File: config.mk
export PLATFORM = sky130hd
export DESIGN_NAME = packet_buffer_streamer_flat
export DESIGN_NICKNAME = d
export VERILOG_FILES = /design/src/rtl/packet_buffer_streamer_pkg.sv /design/src/rtl/packet_buffer_streamer_if.sv /design/src/rtl/bsg_two_fifo.sv /design/src/rtl/packet_buffer_streamer.sv /design/src/flat_wrapper.sv
export SDC_FILE = /design/constraint.sdc
export NUM_CORES = 1
export LEC_CHECK = 0
export ABC_AREA = 1
export CELL_PAD_IN_SITES_DETAIL_PLACEMENT = 1
export CELL_PAD_IN_SITES_GLOBAL_PLACEMENT = 2
export CORE_UTILIZATION = 34
export DETAILED_ROUTE_END_ITERATION = 10
export GPL_ROUTABILITY_DRIVEN = 0
export GPL_TIMING_DRIVEN = 0
export PLACE_DENSITY_LB_ADDON = 0.1
export SKIP_LAST_GASP = 1
export SYNTH_ARGS = -nofsm -noshare
export SYNTH_HDL_FRONTEND = slang
export SYNTH_SLANG_ARGS = --single-unit
File: constraint.sdc
create_clock -name clk_i -period 8.35 [get_ports clk_i]
set_input_delay 1.2525 -clock clk_i [delete_from_list [all_inputs] [get_ports clk_i]]
set_output_delay 1.2525 -clock clk_i [all_outputs]
set_load 0.01 [all_outputs]
File: src/rtl/packet_buffer_streamer_pkg.sv
// Shared types and helpers for the packet buffer streamer.
//   state_e  : streamer FSM states.
//   tkeep_f  : byte-enable mask for a beat given the tail byte count.
package packet_buffer_streamer_pkg;

  // Widest supported beat in bytes; tkeep_f returns this many bits.
  localparam int max_bytes_lp = 8;

  typedef enum logic [1:0] {
    IDLE  = 2'd0,
    READ  = 2'd1,
    DRAIN = 2'd2,
    ACK   = 2'd3
  } state_e;

  // tail == 0 means the beat is full (nbytes lanes enabled);
  // otherwise only the low 'tail' byte lanes are enabled.
  function automatic logic [max_bytes_lp-1:0] tkeep_f(input int unsigned tail,
                                                      input int unsigned nbytes);
    logic [max_bytes_lp-1:0] keep;
    keep = '0;
    for (int unsigned i = 0; i < max_bytes_lp; i++) begin
      keep[i] = (tail == 0) ? (i < nbytes) : (i < tail);
    end
    return keep;
  endfunction

endpackage

File: src/rtl/packet_buffer_streamer_if.sv
// AXI-stream style beat channel between the streamer and the TX MAC.
//   tdata  : beat data, byte 0 in bits [7:0]
//   tkeep  : byte enables
//   tlast  : final beat of a packet
//   tvalid : beat valid (master)
//   tready : beat accepted (slave)
interface packet_buffer_streamer_if #(
  parameter int data_width_p = 64
) ();
  localparam int bytes_lp = data_width_p / 8;

  logic [data_width_p-1:0] tdata;
  logic [bytes_lp-1:0]     tkeep;
  logic                    tlast;
  logic                    tvalid;
  logic                    tready;

  modport master (output tdata, output tkeep, output tlast, output tvalid, input tready);
  modport slave  (input tdata, input tkeep, input tlast, input tvalid, output tready);
endinterface

File: src/rtl/bsg_two_fifo.sv
// Two-entry FIFO with valid/ready enqueue and valid/yumi dequeue.
//   clk_i, reset_i : clock, synchronous active-high reset (pointers only)
//   v_i, data_i    : enqueue request and payload
//   ready_o        : space available
//   v_o, data_o    : head entry valid and payload
//   yumi_i         : consumer takes the head entry (only when v_o=1)
module bsg_two_fifo #(
  parameter int width_p = 8
) (
  input  logic               clk_i,
  input  logic               reset_i,
  output logic               ready_o,
  input  logic [width_p-1:0] data_i,
  input  logic               v_i,
  output logic               v_o,
  output logic [width_p-1:0] data_o,
  input  logic               yumi_i
);
  logic [width_p-1:0] mem_q [2];
  logic               wptr_q, rptr_q;
  logic [1:0]         cnt_q;
  logic               enq;

  assign ready_o = (cnt_q != 2'd2);
  assign v_o     = (cnt_q != 2'd0);
  assign data_o  = mem_q[rptr_q];
  assign enq     = v_i & ready_o;

  always_ff @(posedge clk_i) begin
    if (reset_i) begin
      wptr_q <= 1'b0;
      rptr_q <= 1'b0;
      cnt_q  <= 2'd0;
    end else begin
      if (enq)    wptr_q <= ~wptr_q;
      if (yumi_i) rptr_q <= ~rptr_q;
      cnt_q <= cnt_q + 2'(enq) - 2'(yumi_i);
    end
  end

  // Storage is never reset; v_o qualifies it.
  always_ff @(posedge clk_i) begin
    if (enq) mem_q[wptr_q] <= data_i;
  end
endmodule

File: src/rtl/packet_buffer_streamer.sv
// Drains one packet at a time from the packet buffer read port and streams
// it to the TX MAC, then pulses the slot-free ack.
//   clk_i, reset_i    : clock, synchronous active-high reset
//   packet_avail_i    : read slot holds a packet
//   packet_rsize_i    : packet byte count (stable while avail)
//   packet_ack_o      : one-cycle pulse freeing the slot
//   packet_rvalid_o   : word read request
//   packet_raddr_o    : word-aligned byte address of the read
//   packet_rdata_i    : read data, valid the cycle after the request
//   m_axis            : outgoing beat stream (master side)
module packet_buffer_streamer
  import packet_buffer_streamer_pkg::*;
#(
  parameter int data_width_p = 64,
  parameter int els_p        = 2048,
  localparam int bytes_lp      = data_width_p / 8,
  localparam int addr_width_lp = $clog2(els_p),
  localparam int size_width_lp = $clog2(els_p + 1)
) (
  input  logic                     clk_i,
  input  logic                     reset_i,
  input  logic                     packet_avail_i,
  output logic                     packet_ack_o,
  input  logic [size_width_lp-1:0] packet_rsize_i,
  output logic                     packet_rvalid_o,
  output logic [addr_width_lp-1:0] packet_raddr_o,
  input  logic [data_width_p-1:0]  packet_rdata_i,
  packet_buffer_streamer_if.master m_axis
);
  localparam int lg_bytes_lp   = $clog2(bytes_lp);
  localparam int fifo_width_lp = 1 + bytes_lp + data_width_p;

  if (!(data_width_p == 32 || data_width_p == 64)) begin : g_bad_width
    $error("packet_buffer_streamer: data_width_p must be 32 or 64");
  end

  state_e                    state_q, state_d;
  logic [addr_width_lp-1:0]  addr_q, addr_d;
  logic [size_width_lp-1:0]  words_left_q, words_left_d;
  logic [bytes_lp-1:0]       keep_last_q, keep_last_d;
  logic                      inflight_q, inflight_last_q;
  logic [1:0]                outst_q;   // reads issued whose beat is not yet accepted

  logic [size_width_lp:0]    size_pad;
  logic [size_width_lp-1:0]  nwords;
  logic [max_bytes_lp-1:0]   keep_full;
  logic                      issue, deq, last_word;

  logic                      fifo_ready_lo, fifo_v_lo;
  logic [bytes_lp-1:0]       keep_li;
  logic [fifo_width_lp-1:0]  fifo_data_li, fifo_data_lo;

  assign size_pad  = {1'b0, packet_rsize_i} + (size_width_lp + 1)'(bytes_lp - 1);
  assign nwords    = size_width_lp'(size_pad >> lg_bytes_lp);
  assign keep_full = tkeep_f(32'(packet_rsize_i[lg_bytes_lp-1:0]), bytes_lp);

  // Credit: at most two words may sit between issue and acceptance, which is
  // exactly the FIFO depth, so the FIFO can never overflow. A beat accepted
  // this cycle returns its credit immediately to keep 1 beat/cycle.
  assign deq       = fifo_v_lo & m_axis.tready;
  assign issue     = (state_q == READ) && ({1'b0, outst_q} < (3'd2 + 3'(deq)));
  assign last_word = (words_left_q == size_width_lp'(1));

  assign packet_rvalid_o = issue;
  assign packet_raddr_o  = addr_q;

  always_comb begin
    state_d      = state_q;
    addr_d       = addr_q;
    words_left_d = words_left_q;
    keep_last_d  = keep_last_q;
    packet_ack_o = 1'b0;
    case (state_q)
      IDLE: begin
        if (packet_avail_i) begin
          if (packet_rsize_i != '0) begin
            words_left_d = nwords;
            keep_last_d  = keep_full[bytes_lp-1:0];
            addr_d       = '0;
            state_d      = READ;
          end else begin
            state_d = ACK;
          end
        end
      end
      READ: begin
        if (issue) begin
          // After the final read the address naturally wraps to 0 at els_p.
          addr_d       = addr_q + addr_width_lp'(bytes_lp);
          words_left_d = words_left_q - size_width_lp'(1);
          if (last_word) state_d = DRAIN;
        end
      end
      DRAIN: begin
        if (deq && m_axis.tlast) state_d = ACK;
      end
      ACK: begin
        packet_ack_o = 1'b1;
        state_d      = IDLE;
      end
      default: state_d = IDLE;
    endcase
  end

  always_ff @(posedge clk_i) begin
    if (reset_i) begin
      state_q      <= IDLE;
      addr_q       <= '0;
      words_left_q <= '0;
      inflight_q   <= 1'b0;
      outst_q      <= 2'd0;
    end else begin
      state_q      <= state_d;
      addr_q       <= addr_d;
      words_left_q <= words_left_d;
      inflight_q   <= issue;
      outst_q      <= outst_q + 2'(issue) - 2'(deq);
    end
  end

  always_ff @(posedge clk_i) begin
    keep_last_q     <= keep_last_d;
    inflight_last_q <= issue & last_word;
  end

  // Read data lands one cycle after issue and is queued with its sideband.
  assign keep_li      = inflight_last_q ? keep_last_q : '1;
  assign fifo_data_li = {inflight_last_q, keep_li, packet_rdata_i};

  bsg_two_fifo #(.width_p(fifo_width_lp)) u_out_fifo (
    .clk_i   (clk_i),
    .reset_i (reset_i),
    .ready_o (fifo_ready_lo),
    .data_i  (fifo_data_li),
    .v_i     (inflight_q),
    .v_o     (fifo_v_lo),
    .data_o  (fifo_data_lo),
    .yumi_i  (deq)
  );

  assign m_axis.tvalid = fifo_v_lo;
  assign m_axis.tdata  = fifo_data_lo[data_width_p-1:0];
  assign m_axis.tkeep  = fifo_data_lo[data_width_p +: bytes_lp];
  // Storage is unreset, so tlast is qualified to read 0 when nothing is valid.
  assign m_axis.tlast  = fifo_v_lo & fifo_data_lo[fifo_width_lp-1];

`ifndef SYNTHESIS
  always_ff @(posedge clk_i) begin
    if (!reset_i && (state_q == READ || state_q == DRAIN))
      assert (packet_avail_i) else $error("packet_avail_i dropped mid-packet");
    if (!reset_i && inflight_q)
      assert (fifo_ready_lo) else $error("output FIFO overflow");
  end
`endif
endmodule

File: src/flat_wrapper.sv
// flat-port wrapper written by rule: the top's interface ports become plain ports
module packet_buffer_streamer_flat import packet_buffer_streamer_pkg::*;
#(
  parameter int data_width_p = 64,
  parameter int els_p        = 2048,
  localparam int bytes_lp      = data_width_p / 8,
  localparam int addr_width_lp = $clog2(els_p),
  localparam int size_width_lp = $clog2(els_p + 1)
)
  (clk_i, reset_i, packet_avail_i, packet_ack_o, packet_rsize_i, packet_rvalid_o, packet_raddr_o, packet_rdata_i, m_axis_tdata, m_axis_tkeep, m_axis_tlast, m_axis_tvalid, m_axis_tready);
  packet_buffer_streamer_if #(.data_width_p(data_width_p)) m_axis_i ();
  input  logic clk_i;
  input  logic reset_i;
  input  logic packet_avail_i;
  output logic packet_ack_o;
  input  logic [size_width_lp-1:0] packet_rsize_i;
  output logic packet_rvalid_o;
  output logic [addr_width_lp-1:0] packet_raddr_o;
  input  logic [data_width_p-1:0] packet_rdata_i;
  output wire logic [$bits(m_axis_i.tdata)-1:0] m_axis_tdata;
  output wire logic [$bits(m_axis_i.tkeep)-1:0] m_axis_tkeep;
  output wire logic [$bits(m_axis_i.tlast)-1:0] m_axis_tlast;
  output wire logic [$bits(m_axis_i.tvalid)-1:0] m_axis_tvalid;
  input wire logic [$bits(m_axis_i.tready)-1:0] m_axis_tready;
  assign m_axis_tdata = m_axis_i.tdata;
  assign m_axis_tkeep = m_axis_i.tkeep;
  assign m_axis_tlast = m_axis_i.tlast;
  assign m_axis_tvalid = m_axis_i.tvalid;
  assign m_axis_i.tready = m_axis_tready;
  packet_buffer_streamer #(.data_width_p(data_width_p), .els_p(els_p)) u_core (.clk_i(clk_i), .reset_i(reset_i), .packet_avail_i(packet_avail_i), .packet_ack_o(packet_ack_o), .packet_rsize_i(packet_rsize_i), .packet_rvalid_o(packet_rvalid_o), .packet_raddr_o(packet_raddr_o), .packet_rdata_i(packet_rdata_i), .m_axis(m_axis_i));
endmodule
==> flow_summary.yaml, run 1 <==
setup_path:
  cp_common_cell: "clkdlybuf4s50_1"
  critPathBufInv: 3
  crit_family: "buffers and inverters"
  critPathMaxFanout: 6
  cp-end-kind: "primary output"
  rr_startpoint: "u_core.state_q[1]"
  slowest_delay_ns: 0.61
  cpMaxStageDelayCell: "clkdlybuf4s50_1"
  worstPathCellList: "clkdlybuf4s50_1, inv_1, nor2_4, nand2_2, a21oi_1, clkdlybuf4s50_1"
  worstSetupPathType: "in -> out"
  startpoint: "m_axis_tready"
  cp.required_ns: 7.10
  start_kind: "input pin"
  arrival_ns: 2.98
pwr:
  swShare_pct: 34.2
  pwr-share-seq_pct: 37.9
  power.density_mw_per_mm2: 296
  pwr-share-clk_pct: 26.5
  ir_drop_mv: 0.145
  internal_power_mw: 2.05
  power.switching_mw: 1.07
  total_leakage_power_nw: 4.18
  p_comb_share_pct: 35.6
finish:
  syn2layout_area_growth_pct: 34.3
  register_area_sq_mm: 0.00525
  stdcell_count: 1256
  fill_cells: 2488
  multi_input_area_sq_mm: 0.00225
  drive_gt1_share_pct: 7.62
  fin_nets: 1050
  final_area_sq_mm: 0.0106
  diodes: 0
route:
  drc: 0
  ant_nets: 0
  wl_per_cell_um: 16.1
  vias_per_cell: 4.60
  vias: 5782
  drt_wl_total_um: 20200
  drt-pass1-iter-count: 4
  drt-initial-drc-count: 286
synthesis:
  yosysUniqueCellTypes: 35
  synth-seq-cells: 185
  async_flop_share_pct: 0
  ys_warn_count: 0
  yosys_most_used_dff: "edfxtp_1"
  seq_area_frac_synth_pct: 66.8
  syn_inst: 770
  avgSynthCellArea_sq_um: 10.2
  synth_edf_count: 154
  netlist_area_sq_mm: 0.00786
floorplanning:
  die_y_um: 154
  design.die.area_sq_mm: 0.0237
  core_sq_mm: 0.0226
  die_x_um: 154
  row_count: 55
  io_pins: 167
  start_util_pct: 34.7
timing:
  hold_viol_final: 0
  worst_pin_slew_ns: 0.906
  fin_crit_ns: 4.24
  final.setup.tns_ns: 0
  slew_violations: 0
  whs_ns: 0.457
  period_share_pct: 50.7
  setup_viol: 0
  max-slew-margin-rel_pct: 39.0
  clock_skew_ns: 0.0123
  rsz0062_at_grt: "false"
  fmax_ghz: 0.236
clock_tree:
  cts.path.max_buffers: 2
  htree_num_levels: 4
  cts_inserted_buffers: 17
  tritoncts: "done"
  root_buffer: "clkbuf_16"
  post_cts_resized: 0
  post_cts_buffers: 0
  cts_hold_buf: 0
  cts_num_sinks: 185
  path_clk_slew_ns: 0.07
  insertion_delay_ns: 0.43
flow_run:
  maxCapViolCount: 0
global_routing:
  grt_max_degree: 29
  grt_first_pass_wirelength_um: 31700
  antenna_found_initial: 2
  grt_pass1_vias: 6136
  grt_usage_pct: 17.5
  overflow: 0
placement:
  dp.cells: 1224
  hpwlAfterDp_um: 14500
  portBuffers: 163
  dpl_cell_area_sq_mm: 0.00995
min_path:
  hp-class: "reg -> reg"
  hp-start: "u_core.u_out_fifo.rptr_q"
outcome:
  status: "finished clean"
## cell usage in the layout (no fill, tap or decap), types with 2 or more instances in the layout
cell type,instances
o21bai_1,2
nand3_2,2
a21oi_2,8
inv_6,4
ha_1,12
inv_8,3
nand2_1,320
dfxtp_1,31
clkbuf_1,20
nand2_2,10
nand3_1,22
buf_4,3
edfxtp_1,154
conb_1,4
inv_2,2
nand4_1,4
o21ai_0,21
inv_1,60
clkinv_4,3
nor2_4,3
nor3_1,4
nor2_1,55
buf_12,5
buf_6,2
xnor2_1,2
xor2_1,6
nor2_2,3
bufinv_16,2
clkdlybuf4s50_1,163
a21oi_1,12
clkbuf_16,17
## metal layers
layer | wire length [um] | global-route usage, %
met3 | 727 | 3.61
met1 | 8540 | 19.9
met2 | 10700 | 32.9
met4 | 184 | 4.90
met5 | 29 | 0
## area by class of cell
| cell class | instances | share of cell area, % |
|---|---|---|
| clock buffer | 18 | 4.07 |
| sequential | 185 | 49.7 |
| tap | 285 | 3.38 |
| timing repair buffer | 167 | 16.2 |
| multi-input combinational | 498 | 21.4 |
| clock inverter | 14 | 1.69 |
| inverter | 63 | 2.26 |
| buffer | 26 | 1.34 |
## state kept, by name, summed over array words and instances (netlist names), named ones only
signal and count:
u_core.u_out_fifo.mem_q 146, u_core.words_left_q 12, u_core.keep_last_q 8, u_core.packet_raddr_o 8, u_core.outst_q 2, u_core.state_q 2
u_core.u_out_fifo.cnt_q 2, u_core.inflight_last_q 1, u_core.inflight_q 1, u_core.u_out_fifo.rptr_q 1, u_core.u_out_fifo.wptr_q 1
## worst paths after layout
path / end / depth (start not counted) / slack (ns)
setup reg to reg: u_core.outst_q[1] / 11 / 5.82
setup / recovery: packet_rvalid_o / 6 / 4.11
hold reg to reg: register / 1 / 0.46
hold / removal: register / 1 / 0.46
## power by group through the flow
stage,Combinational (mW),Clock (mW),Sequential [mW]
2_1_floorplan,0.608,0,1.20
3_3_place_gp,1.09,0,1.22
3_5_place_dp,1.13,0,1.20
4_1_cts,1.14,0.850,1.18
5_1_grt,1.24,0.883,1.19
6_report,1.11,0.828,1.18
## through the flow
| stage | setup slack [ns] | power (mW) | util, % |
|---|---|---|---|
| floorplan | 4.23 | 1.81 | - |
| global placement | 2.29 | 2.30 | 43.5 |
| detailed placement | 4.12 | 2.34 | 43.9 |
| CTS | 4.09 | 3.18 | 46.6 |
| global route | 4.01 | 3.32 | 46.6 |
| finish | 4.11 | 3.12 | 46.6 |
## cells by family after synthesis
group	Yosys count	share of synthesized area, %
AND/OR/NAND/NOR	428	22.0
other	2	0.0956
flip-flops	185	66.8
adder cells (fa/ha/maj)	12	1.91
XOR/XNOR	8	0.892
AO/OA/AOI/OAI	46	3.54
buffers and inverters	89	4.84
## synthesized netlist by cell type (3+ instances only)
library cell  count  area, sq um
a21oi_1          12         60.1
a21oi_2           8         70.1
buf_4             3         22.5
clkbuf_1         19         71.3
dfxtp_1          31          621
edfxtp_1        154         4620
ha_1             12          150
inv_1            60          225
nand2_1         320         1200
nand2_2          10         62.6
nand3_1          22          110
nand4_1           4         25.0
nor2_1           57          214
nor2_2            3         18.8
nor3_1            4         20.0
o21ai_0          21          105
xor2_1            6         52.6
(Power assumes the default switching activity.)
==> inputs of run 2 (changes only) <==
- CORE_UTILIZATION: 34 -> 32
- clock period: 8.35 -> 4.3 ns (I/O delays scaled with it)
==> run 2 against run 1 <==
Compared with the run above: cell count increased by 2.8%; clock skew about the same; sequential share of layout area fell by 0.30 points; register-to-register slack got worse by 4.0 ns; clock-buffer cell count down 1; global-route usage shrank 0.89 points; utilization decreased by 1.9 points; first-iteration DRC count fell by 17%; hold slack improved by 0.0045 ns; setup slack worse by 2.9 ns; wire length rose by 0.19%; largest cell class unchanged.
==> flow_summary.yaml, run 2 (synthesis gave the netlist of run 1 again) <==
outcome:
  status: "finished clean"
finish:
  multi_input_area_sq_mm: 0.00225
  largest_reg_flops: 146
  layout_commonest_cell: "nand2_1"
  fin_util_pct: 44.7
  fin_nets: 1052
  biggestRegsByFlops: "u_core.u_out_fifo.mem_q (146), u_core.words_left_q (12)"
  diodes: 0
  top_register: "u_core.u_out_fifo.mem_q"
  register_area_sq_mm: 0.00525
  syn2layout_area_growth_pct: 35.2
  mostFrequentLayoutCells: "320 x nand2_1, 163 x clkdlybuf4s50_1, 154 x edfxtp_1"
  final_area_sq_mm: 0.0106
  fill_cells: 2617
  drive_gt1_share_pct: 7.82
clock_tree:
  path_clk_slew_ns: 0.07
  tritoncts: "done"
  post_cts_resized: 0
  post_cts_buffers: 0
  insertion_delay_ns: 0.42
  root_buffer: "clkbuf_16"
  cts.path.max_buffers: 2
  htree_num_levels: 4
  cts_num_sinks: 185
  cts_inserted_buffers: 17
  cts_hold_buf: 0
setup_path:
  arrival_ns: 2.41
  worstSetupPathType: "reg -> out"
  start_kind: "register"
  cp-end-kind: "primary output"
  cp.required_ns: 3.65
  critPathMaxFanout: 10
floorplanning:
  die_y_um: 159
  io_pins: 167
  design.die.area_sq_mm: 0.0252
  die_x_um: 159
  row_count: 56
  start_util_pct: 33.1
  core_sq_mm: 0.0238
global_routing:
  grt_usage_pct: 16.6
  antenna_found_initial: 0
  overflow: 0
  grt_max_degree: 26
  grt_first_pass_wirelength_um: 32700
  grt_pass1_vias: 6168
timing:
  slew_violations: 0
  rsz0062_at_grt: "false"
  period_share_pct: 71.0
  final.setup.tns_ns: 0
  clock_skew_ns: 0.0119
  fmax_ghz: 0.328
  hold_viol_final: 0
  setup_viol: 0
  fin_crit_ns: 3.05
  worst_pin_slew_ns: 0.898
  max-slew-margin-rel_pct: 39.5
pwr:
  power.density_mw_per_mm2: 561
  swShare_pct: 34.7
  pwr-share-seq_pct: 38.6
  ir_drop_mv: 0.231
  total_leakage_power_nw: 4.18
  pwr-share-clk_pct: 24.9
  internal_power_mw: 3.89
  power.switching_mw: 2.07
  p_comb_share_pct: 36.6
route:
  ant_nets: 0
  drt-pass1-iter-count: 4
  drc: 0
  drt-initial-drc-count: 236
  vias: 5827
  drt_wl_total_um: 20300
  vias_per_cell: 4.51
  wl_per_cell_um: 15.7
placement:
  dpl_cell_area_sq_mm: 0.0101
  portBuffers: 163
  hpwlAfterDp_um: 15000
min_path:
  hp-class: "reg -> reg"
flow_run:
  maxCapViolCount: 0
run 2: cell types whose count changed in the layout (fill, tap and decap cells not counted):
cell        previous run  this run
clkinv_2               0         1
clkbuf_1              20        19
buf_16                 0         4
clkinv_4               3         2
buf_12                 5         3
inv_8                  3         5
clkinvlp_4             1         3
bufinv_16              2         0
inv_6                  4         2
run 2: final timing paths:
kind | start | end | slack (ns) | cells after the start
min reg2reg | u_core.u_out_fifo.rptr_q | register | 0.46 | 1
max | register | m_axis_tdata[1] | 1.25 | 5
max reg2reg | u_core.state_q[1] | u_core.outst_q[1] | 1.78 | 11
min | u_core.u_out_fifo.rptr_q | register | 0.46 | 1
run 2: worst max-delay path: stages, from the launching register on:
cell	delay [ns]
dfxtp_1	0.34
clkbuf_1	0.44
clkbuf_1	0.44
nand2_1	0.10
nand2_1	0.08
clkdlybuf4s50_1	0.59
run 2: cell type report:
cell class                      count  area share, %
Sequential cell                   185           49.4
Multi-Input combinational cell    498           21.2
Timing Repair Buffer              169           16.8
Clock buffer                       17           4.01
Tap cell                          319           3.76
Inverter                           63           2.25
Buffer                             26           1.33
Clock inverter                     14           1.27
run 2: power groups by stage:
stage | logic [mW] | registers, mW | clock network [mW]
floorplan | 1.18 | 2.33 | 0
global placement | 2.11 | 2.36 | 0
detailed placement | 2.23 | 2.34 | 0
CTS | 2.24 | 2.30 | 1.53
global route | 2.43 | 2.32 | 1.60
finish | 2.18 | 2.30 | 1.48
run 2: through the flow:
step / cells / setup slack [ns] / total power [mW] / hold WS, ns
2_1_floorplan: 772 / 0.179 / 3.51 / 0.424
3_3_place_gp: 1254 / -1.74 / 4.48 / 0.437
3_5_place_dp: 1260 / 1.28 / 4.56 / 0.451
4_1_cts: 1291 / 1.14 / 6.07 / 0.458
5_1_grt: 1291 / 1.04 / 6.35 / 0.486
6_report: 1291 / 1.25 / 5.96 / 0.462
run 2: layer usage:
layer / track usage [%] / share of wire (%) / wire length (um)
met2: 29.4 / 51 / 10300
met4: 4.85 / 0.92 / 187
met5: 0 / 0 / 0
met1: 20.7 / 45 / 9120
met3: 2.77 / 3.2 / 656
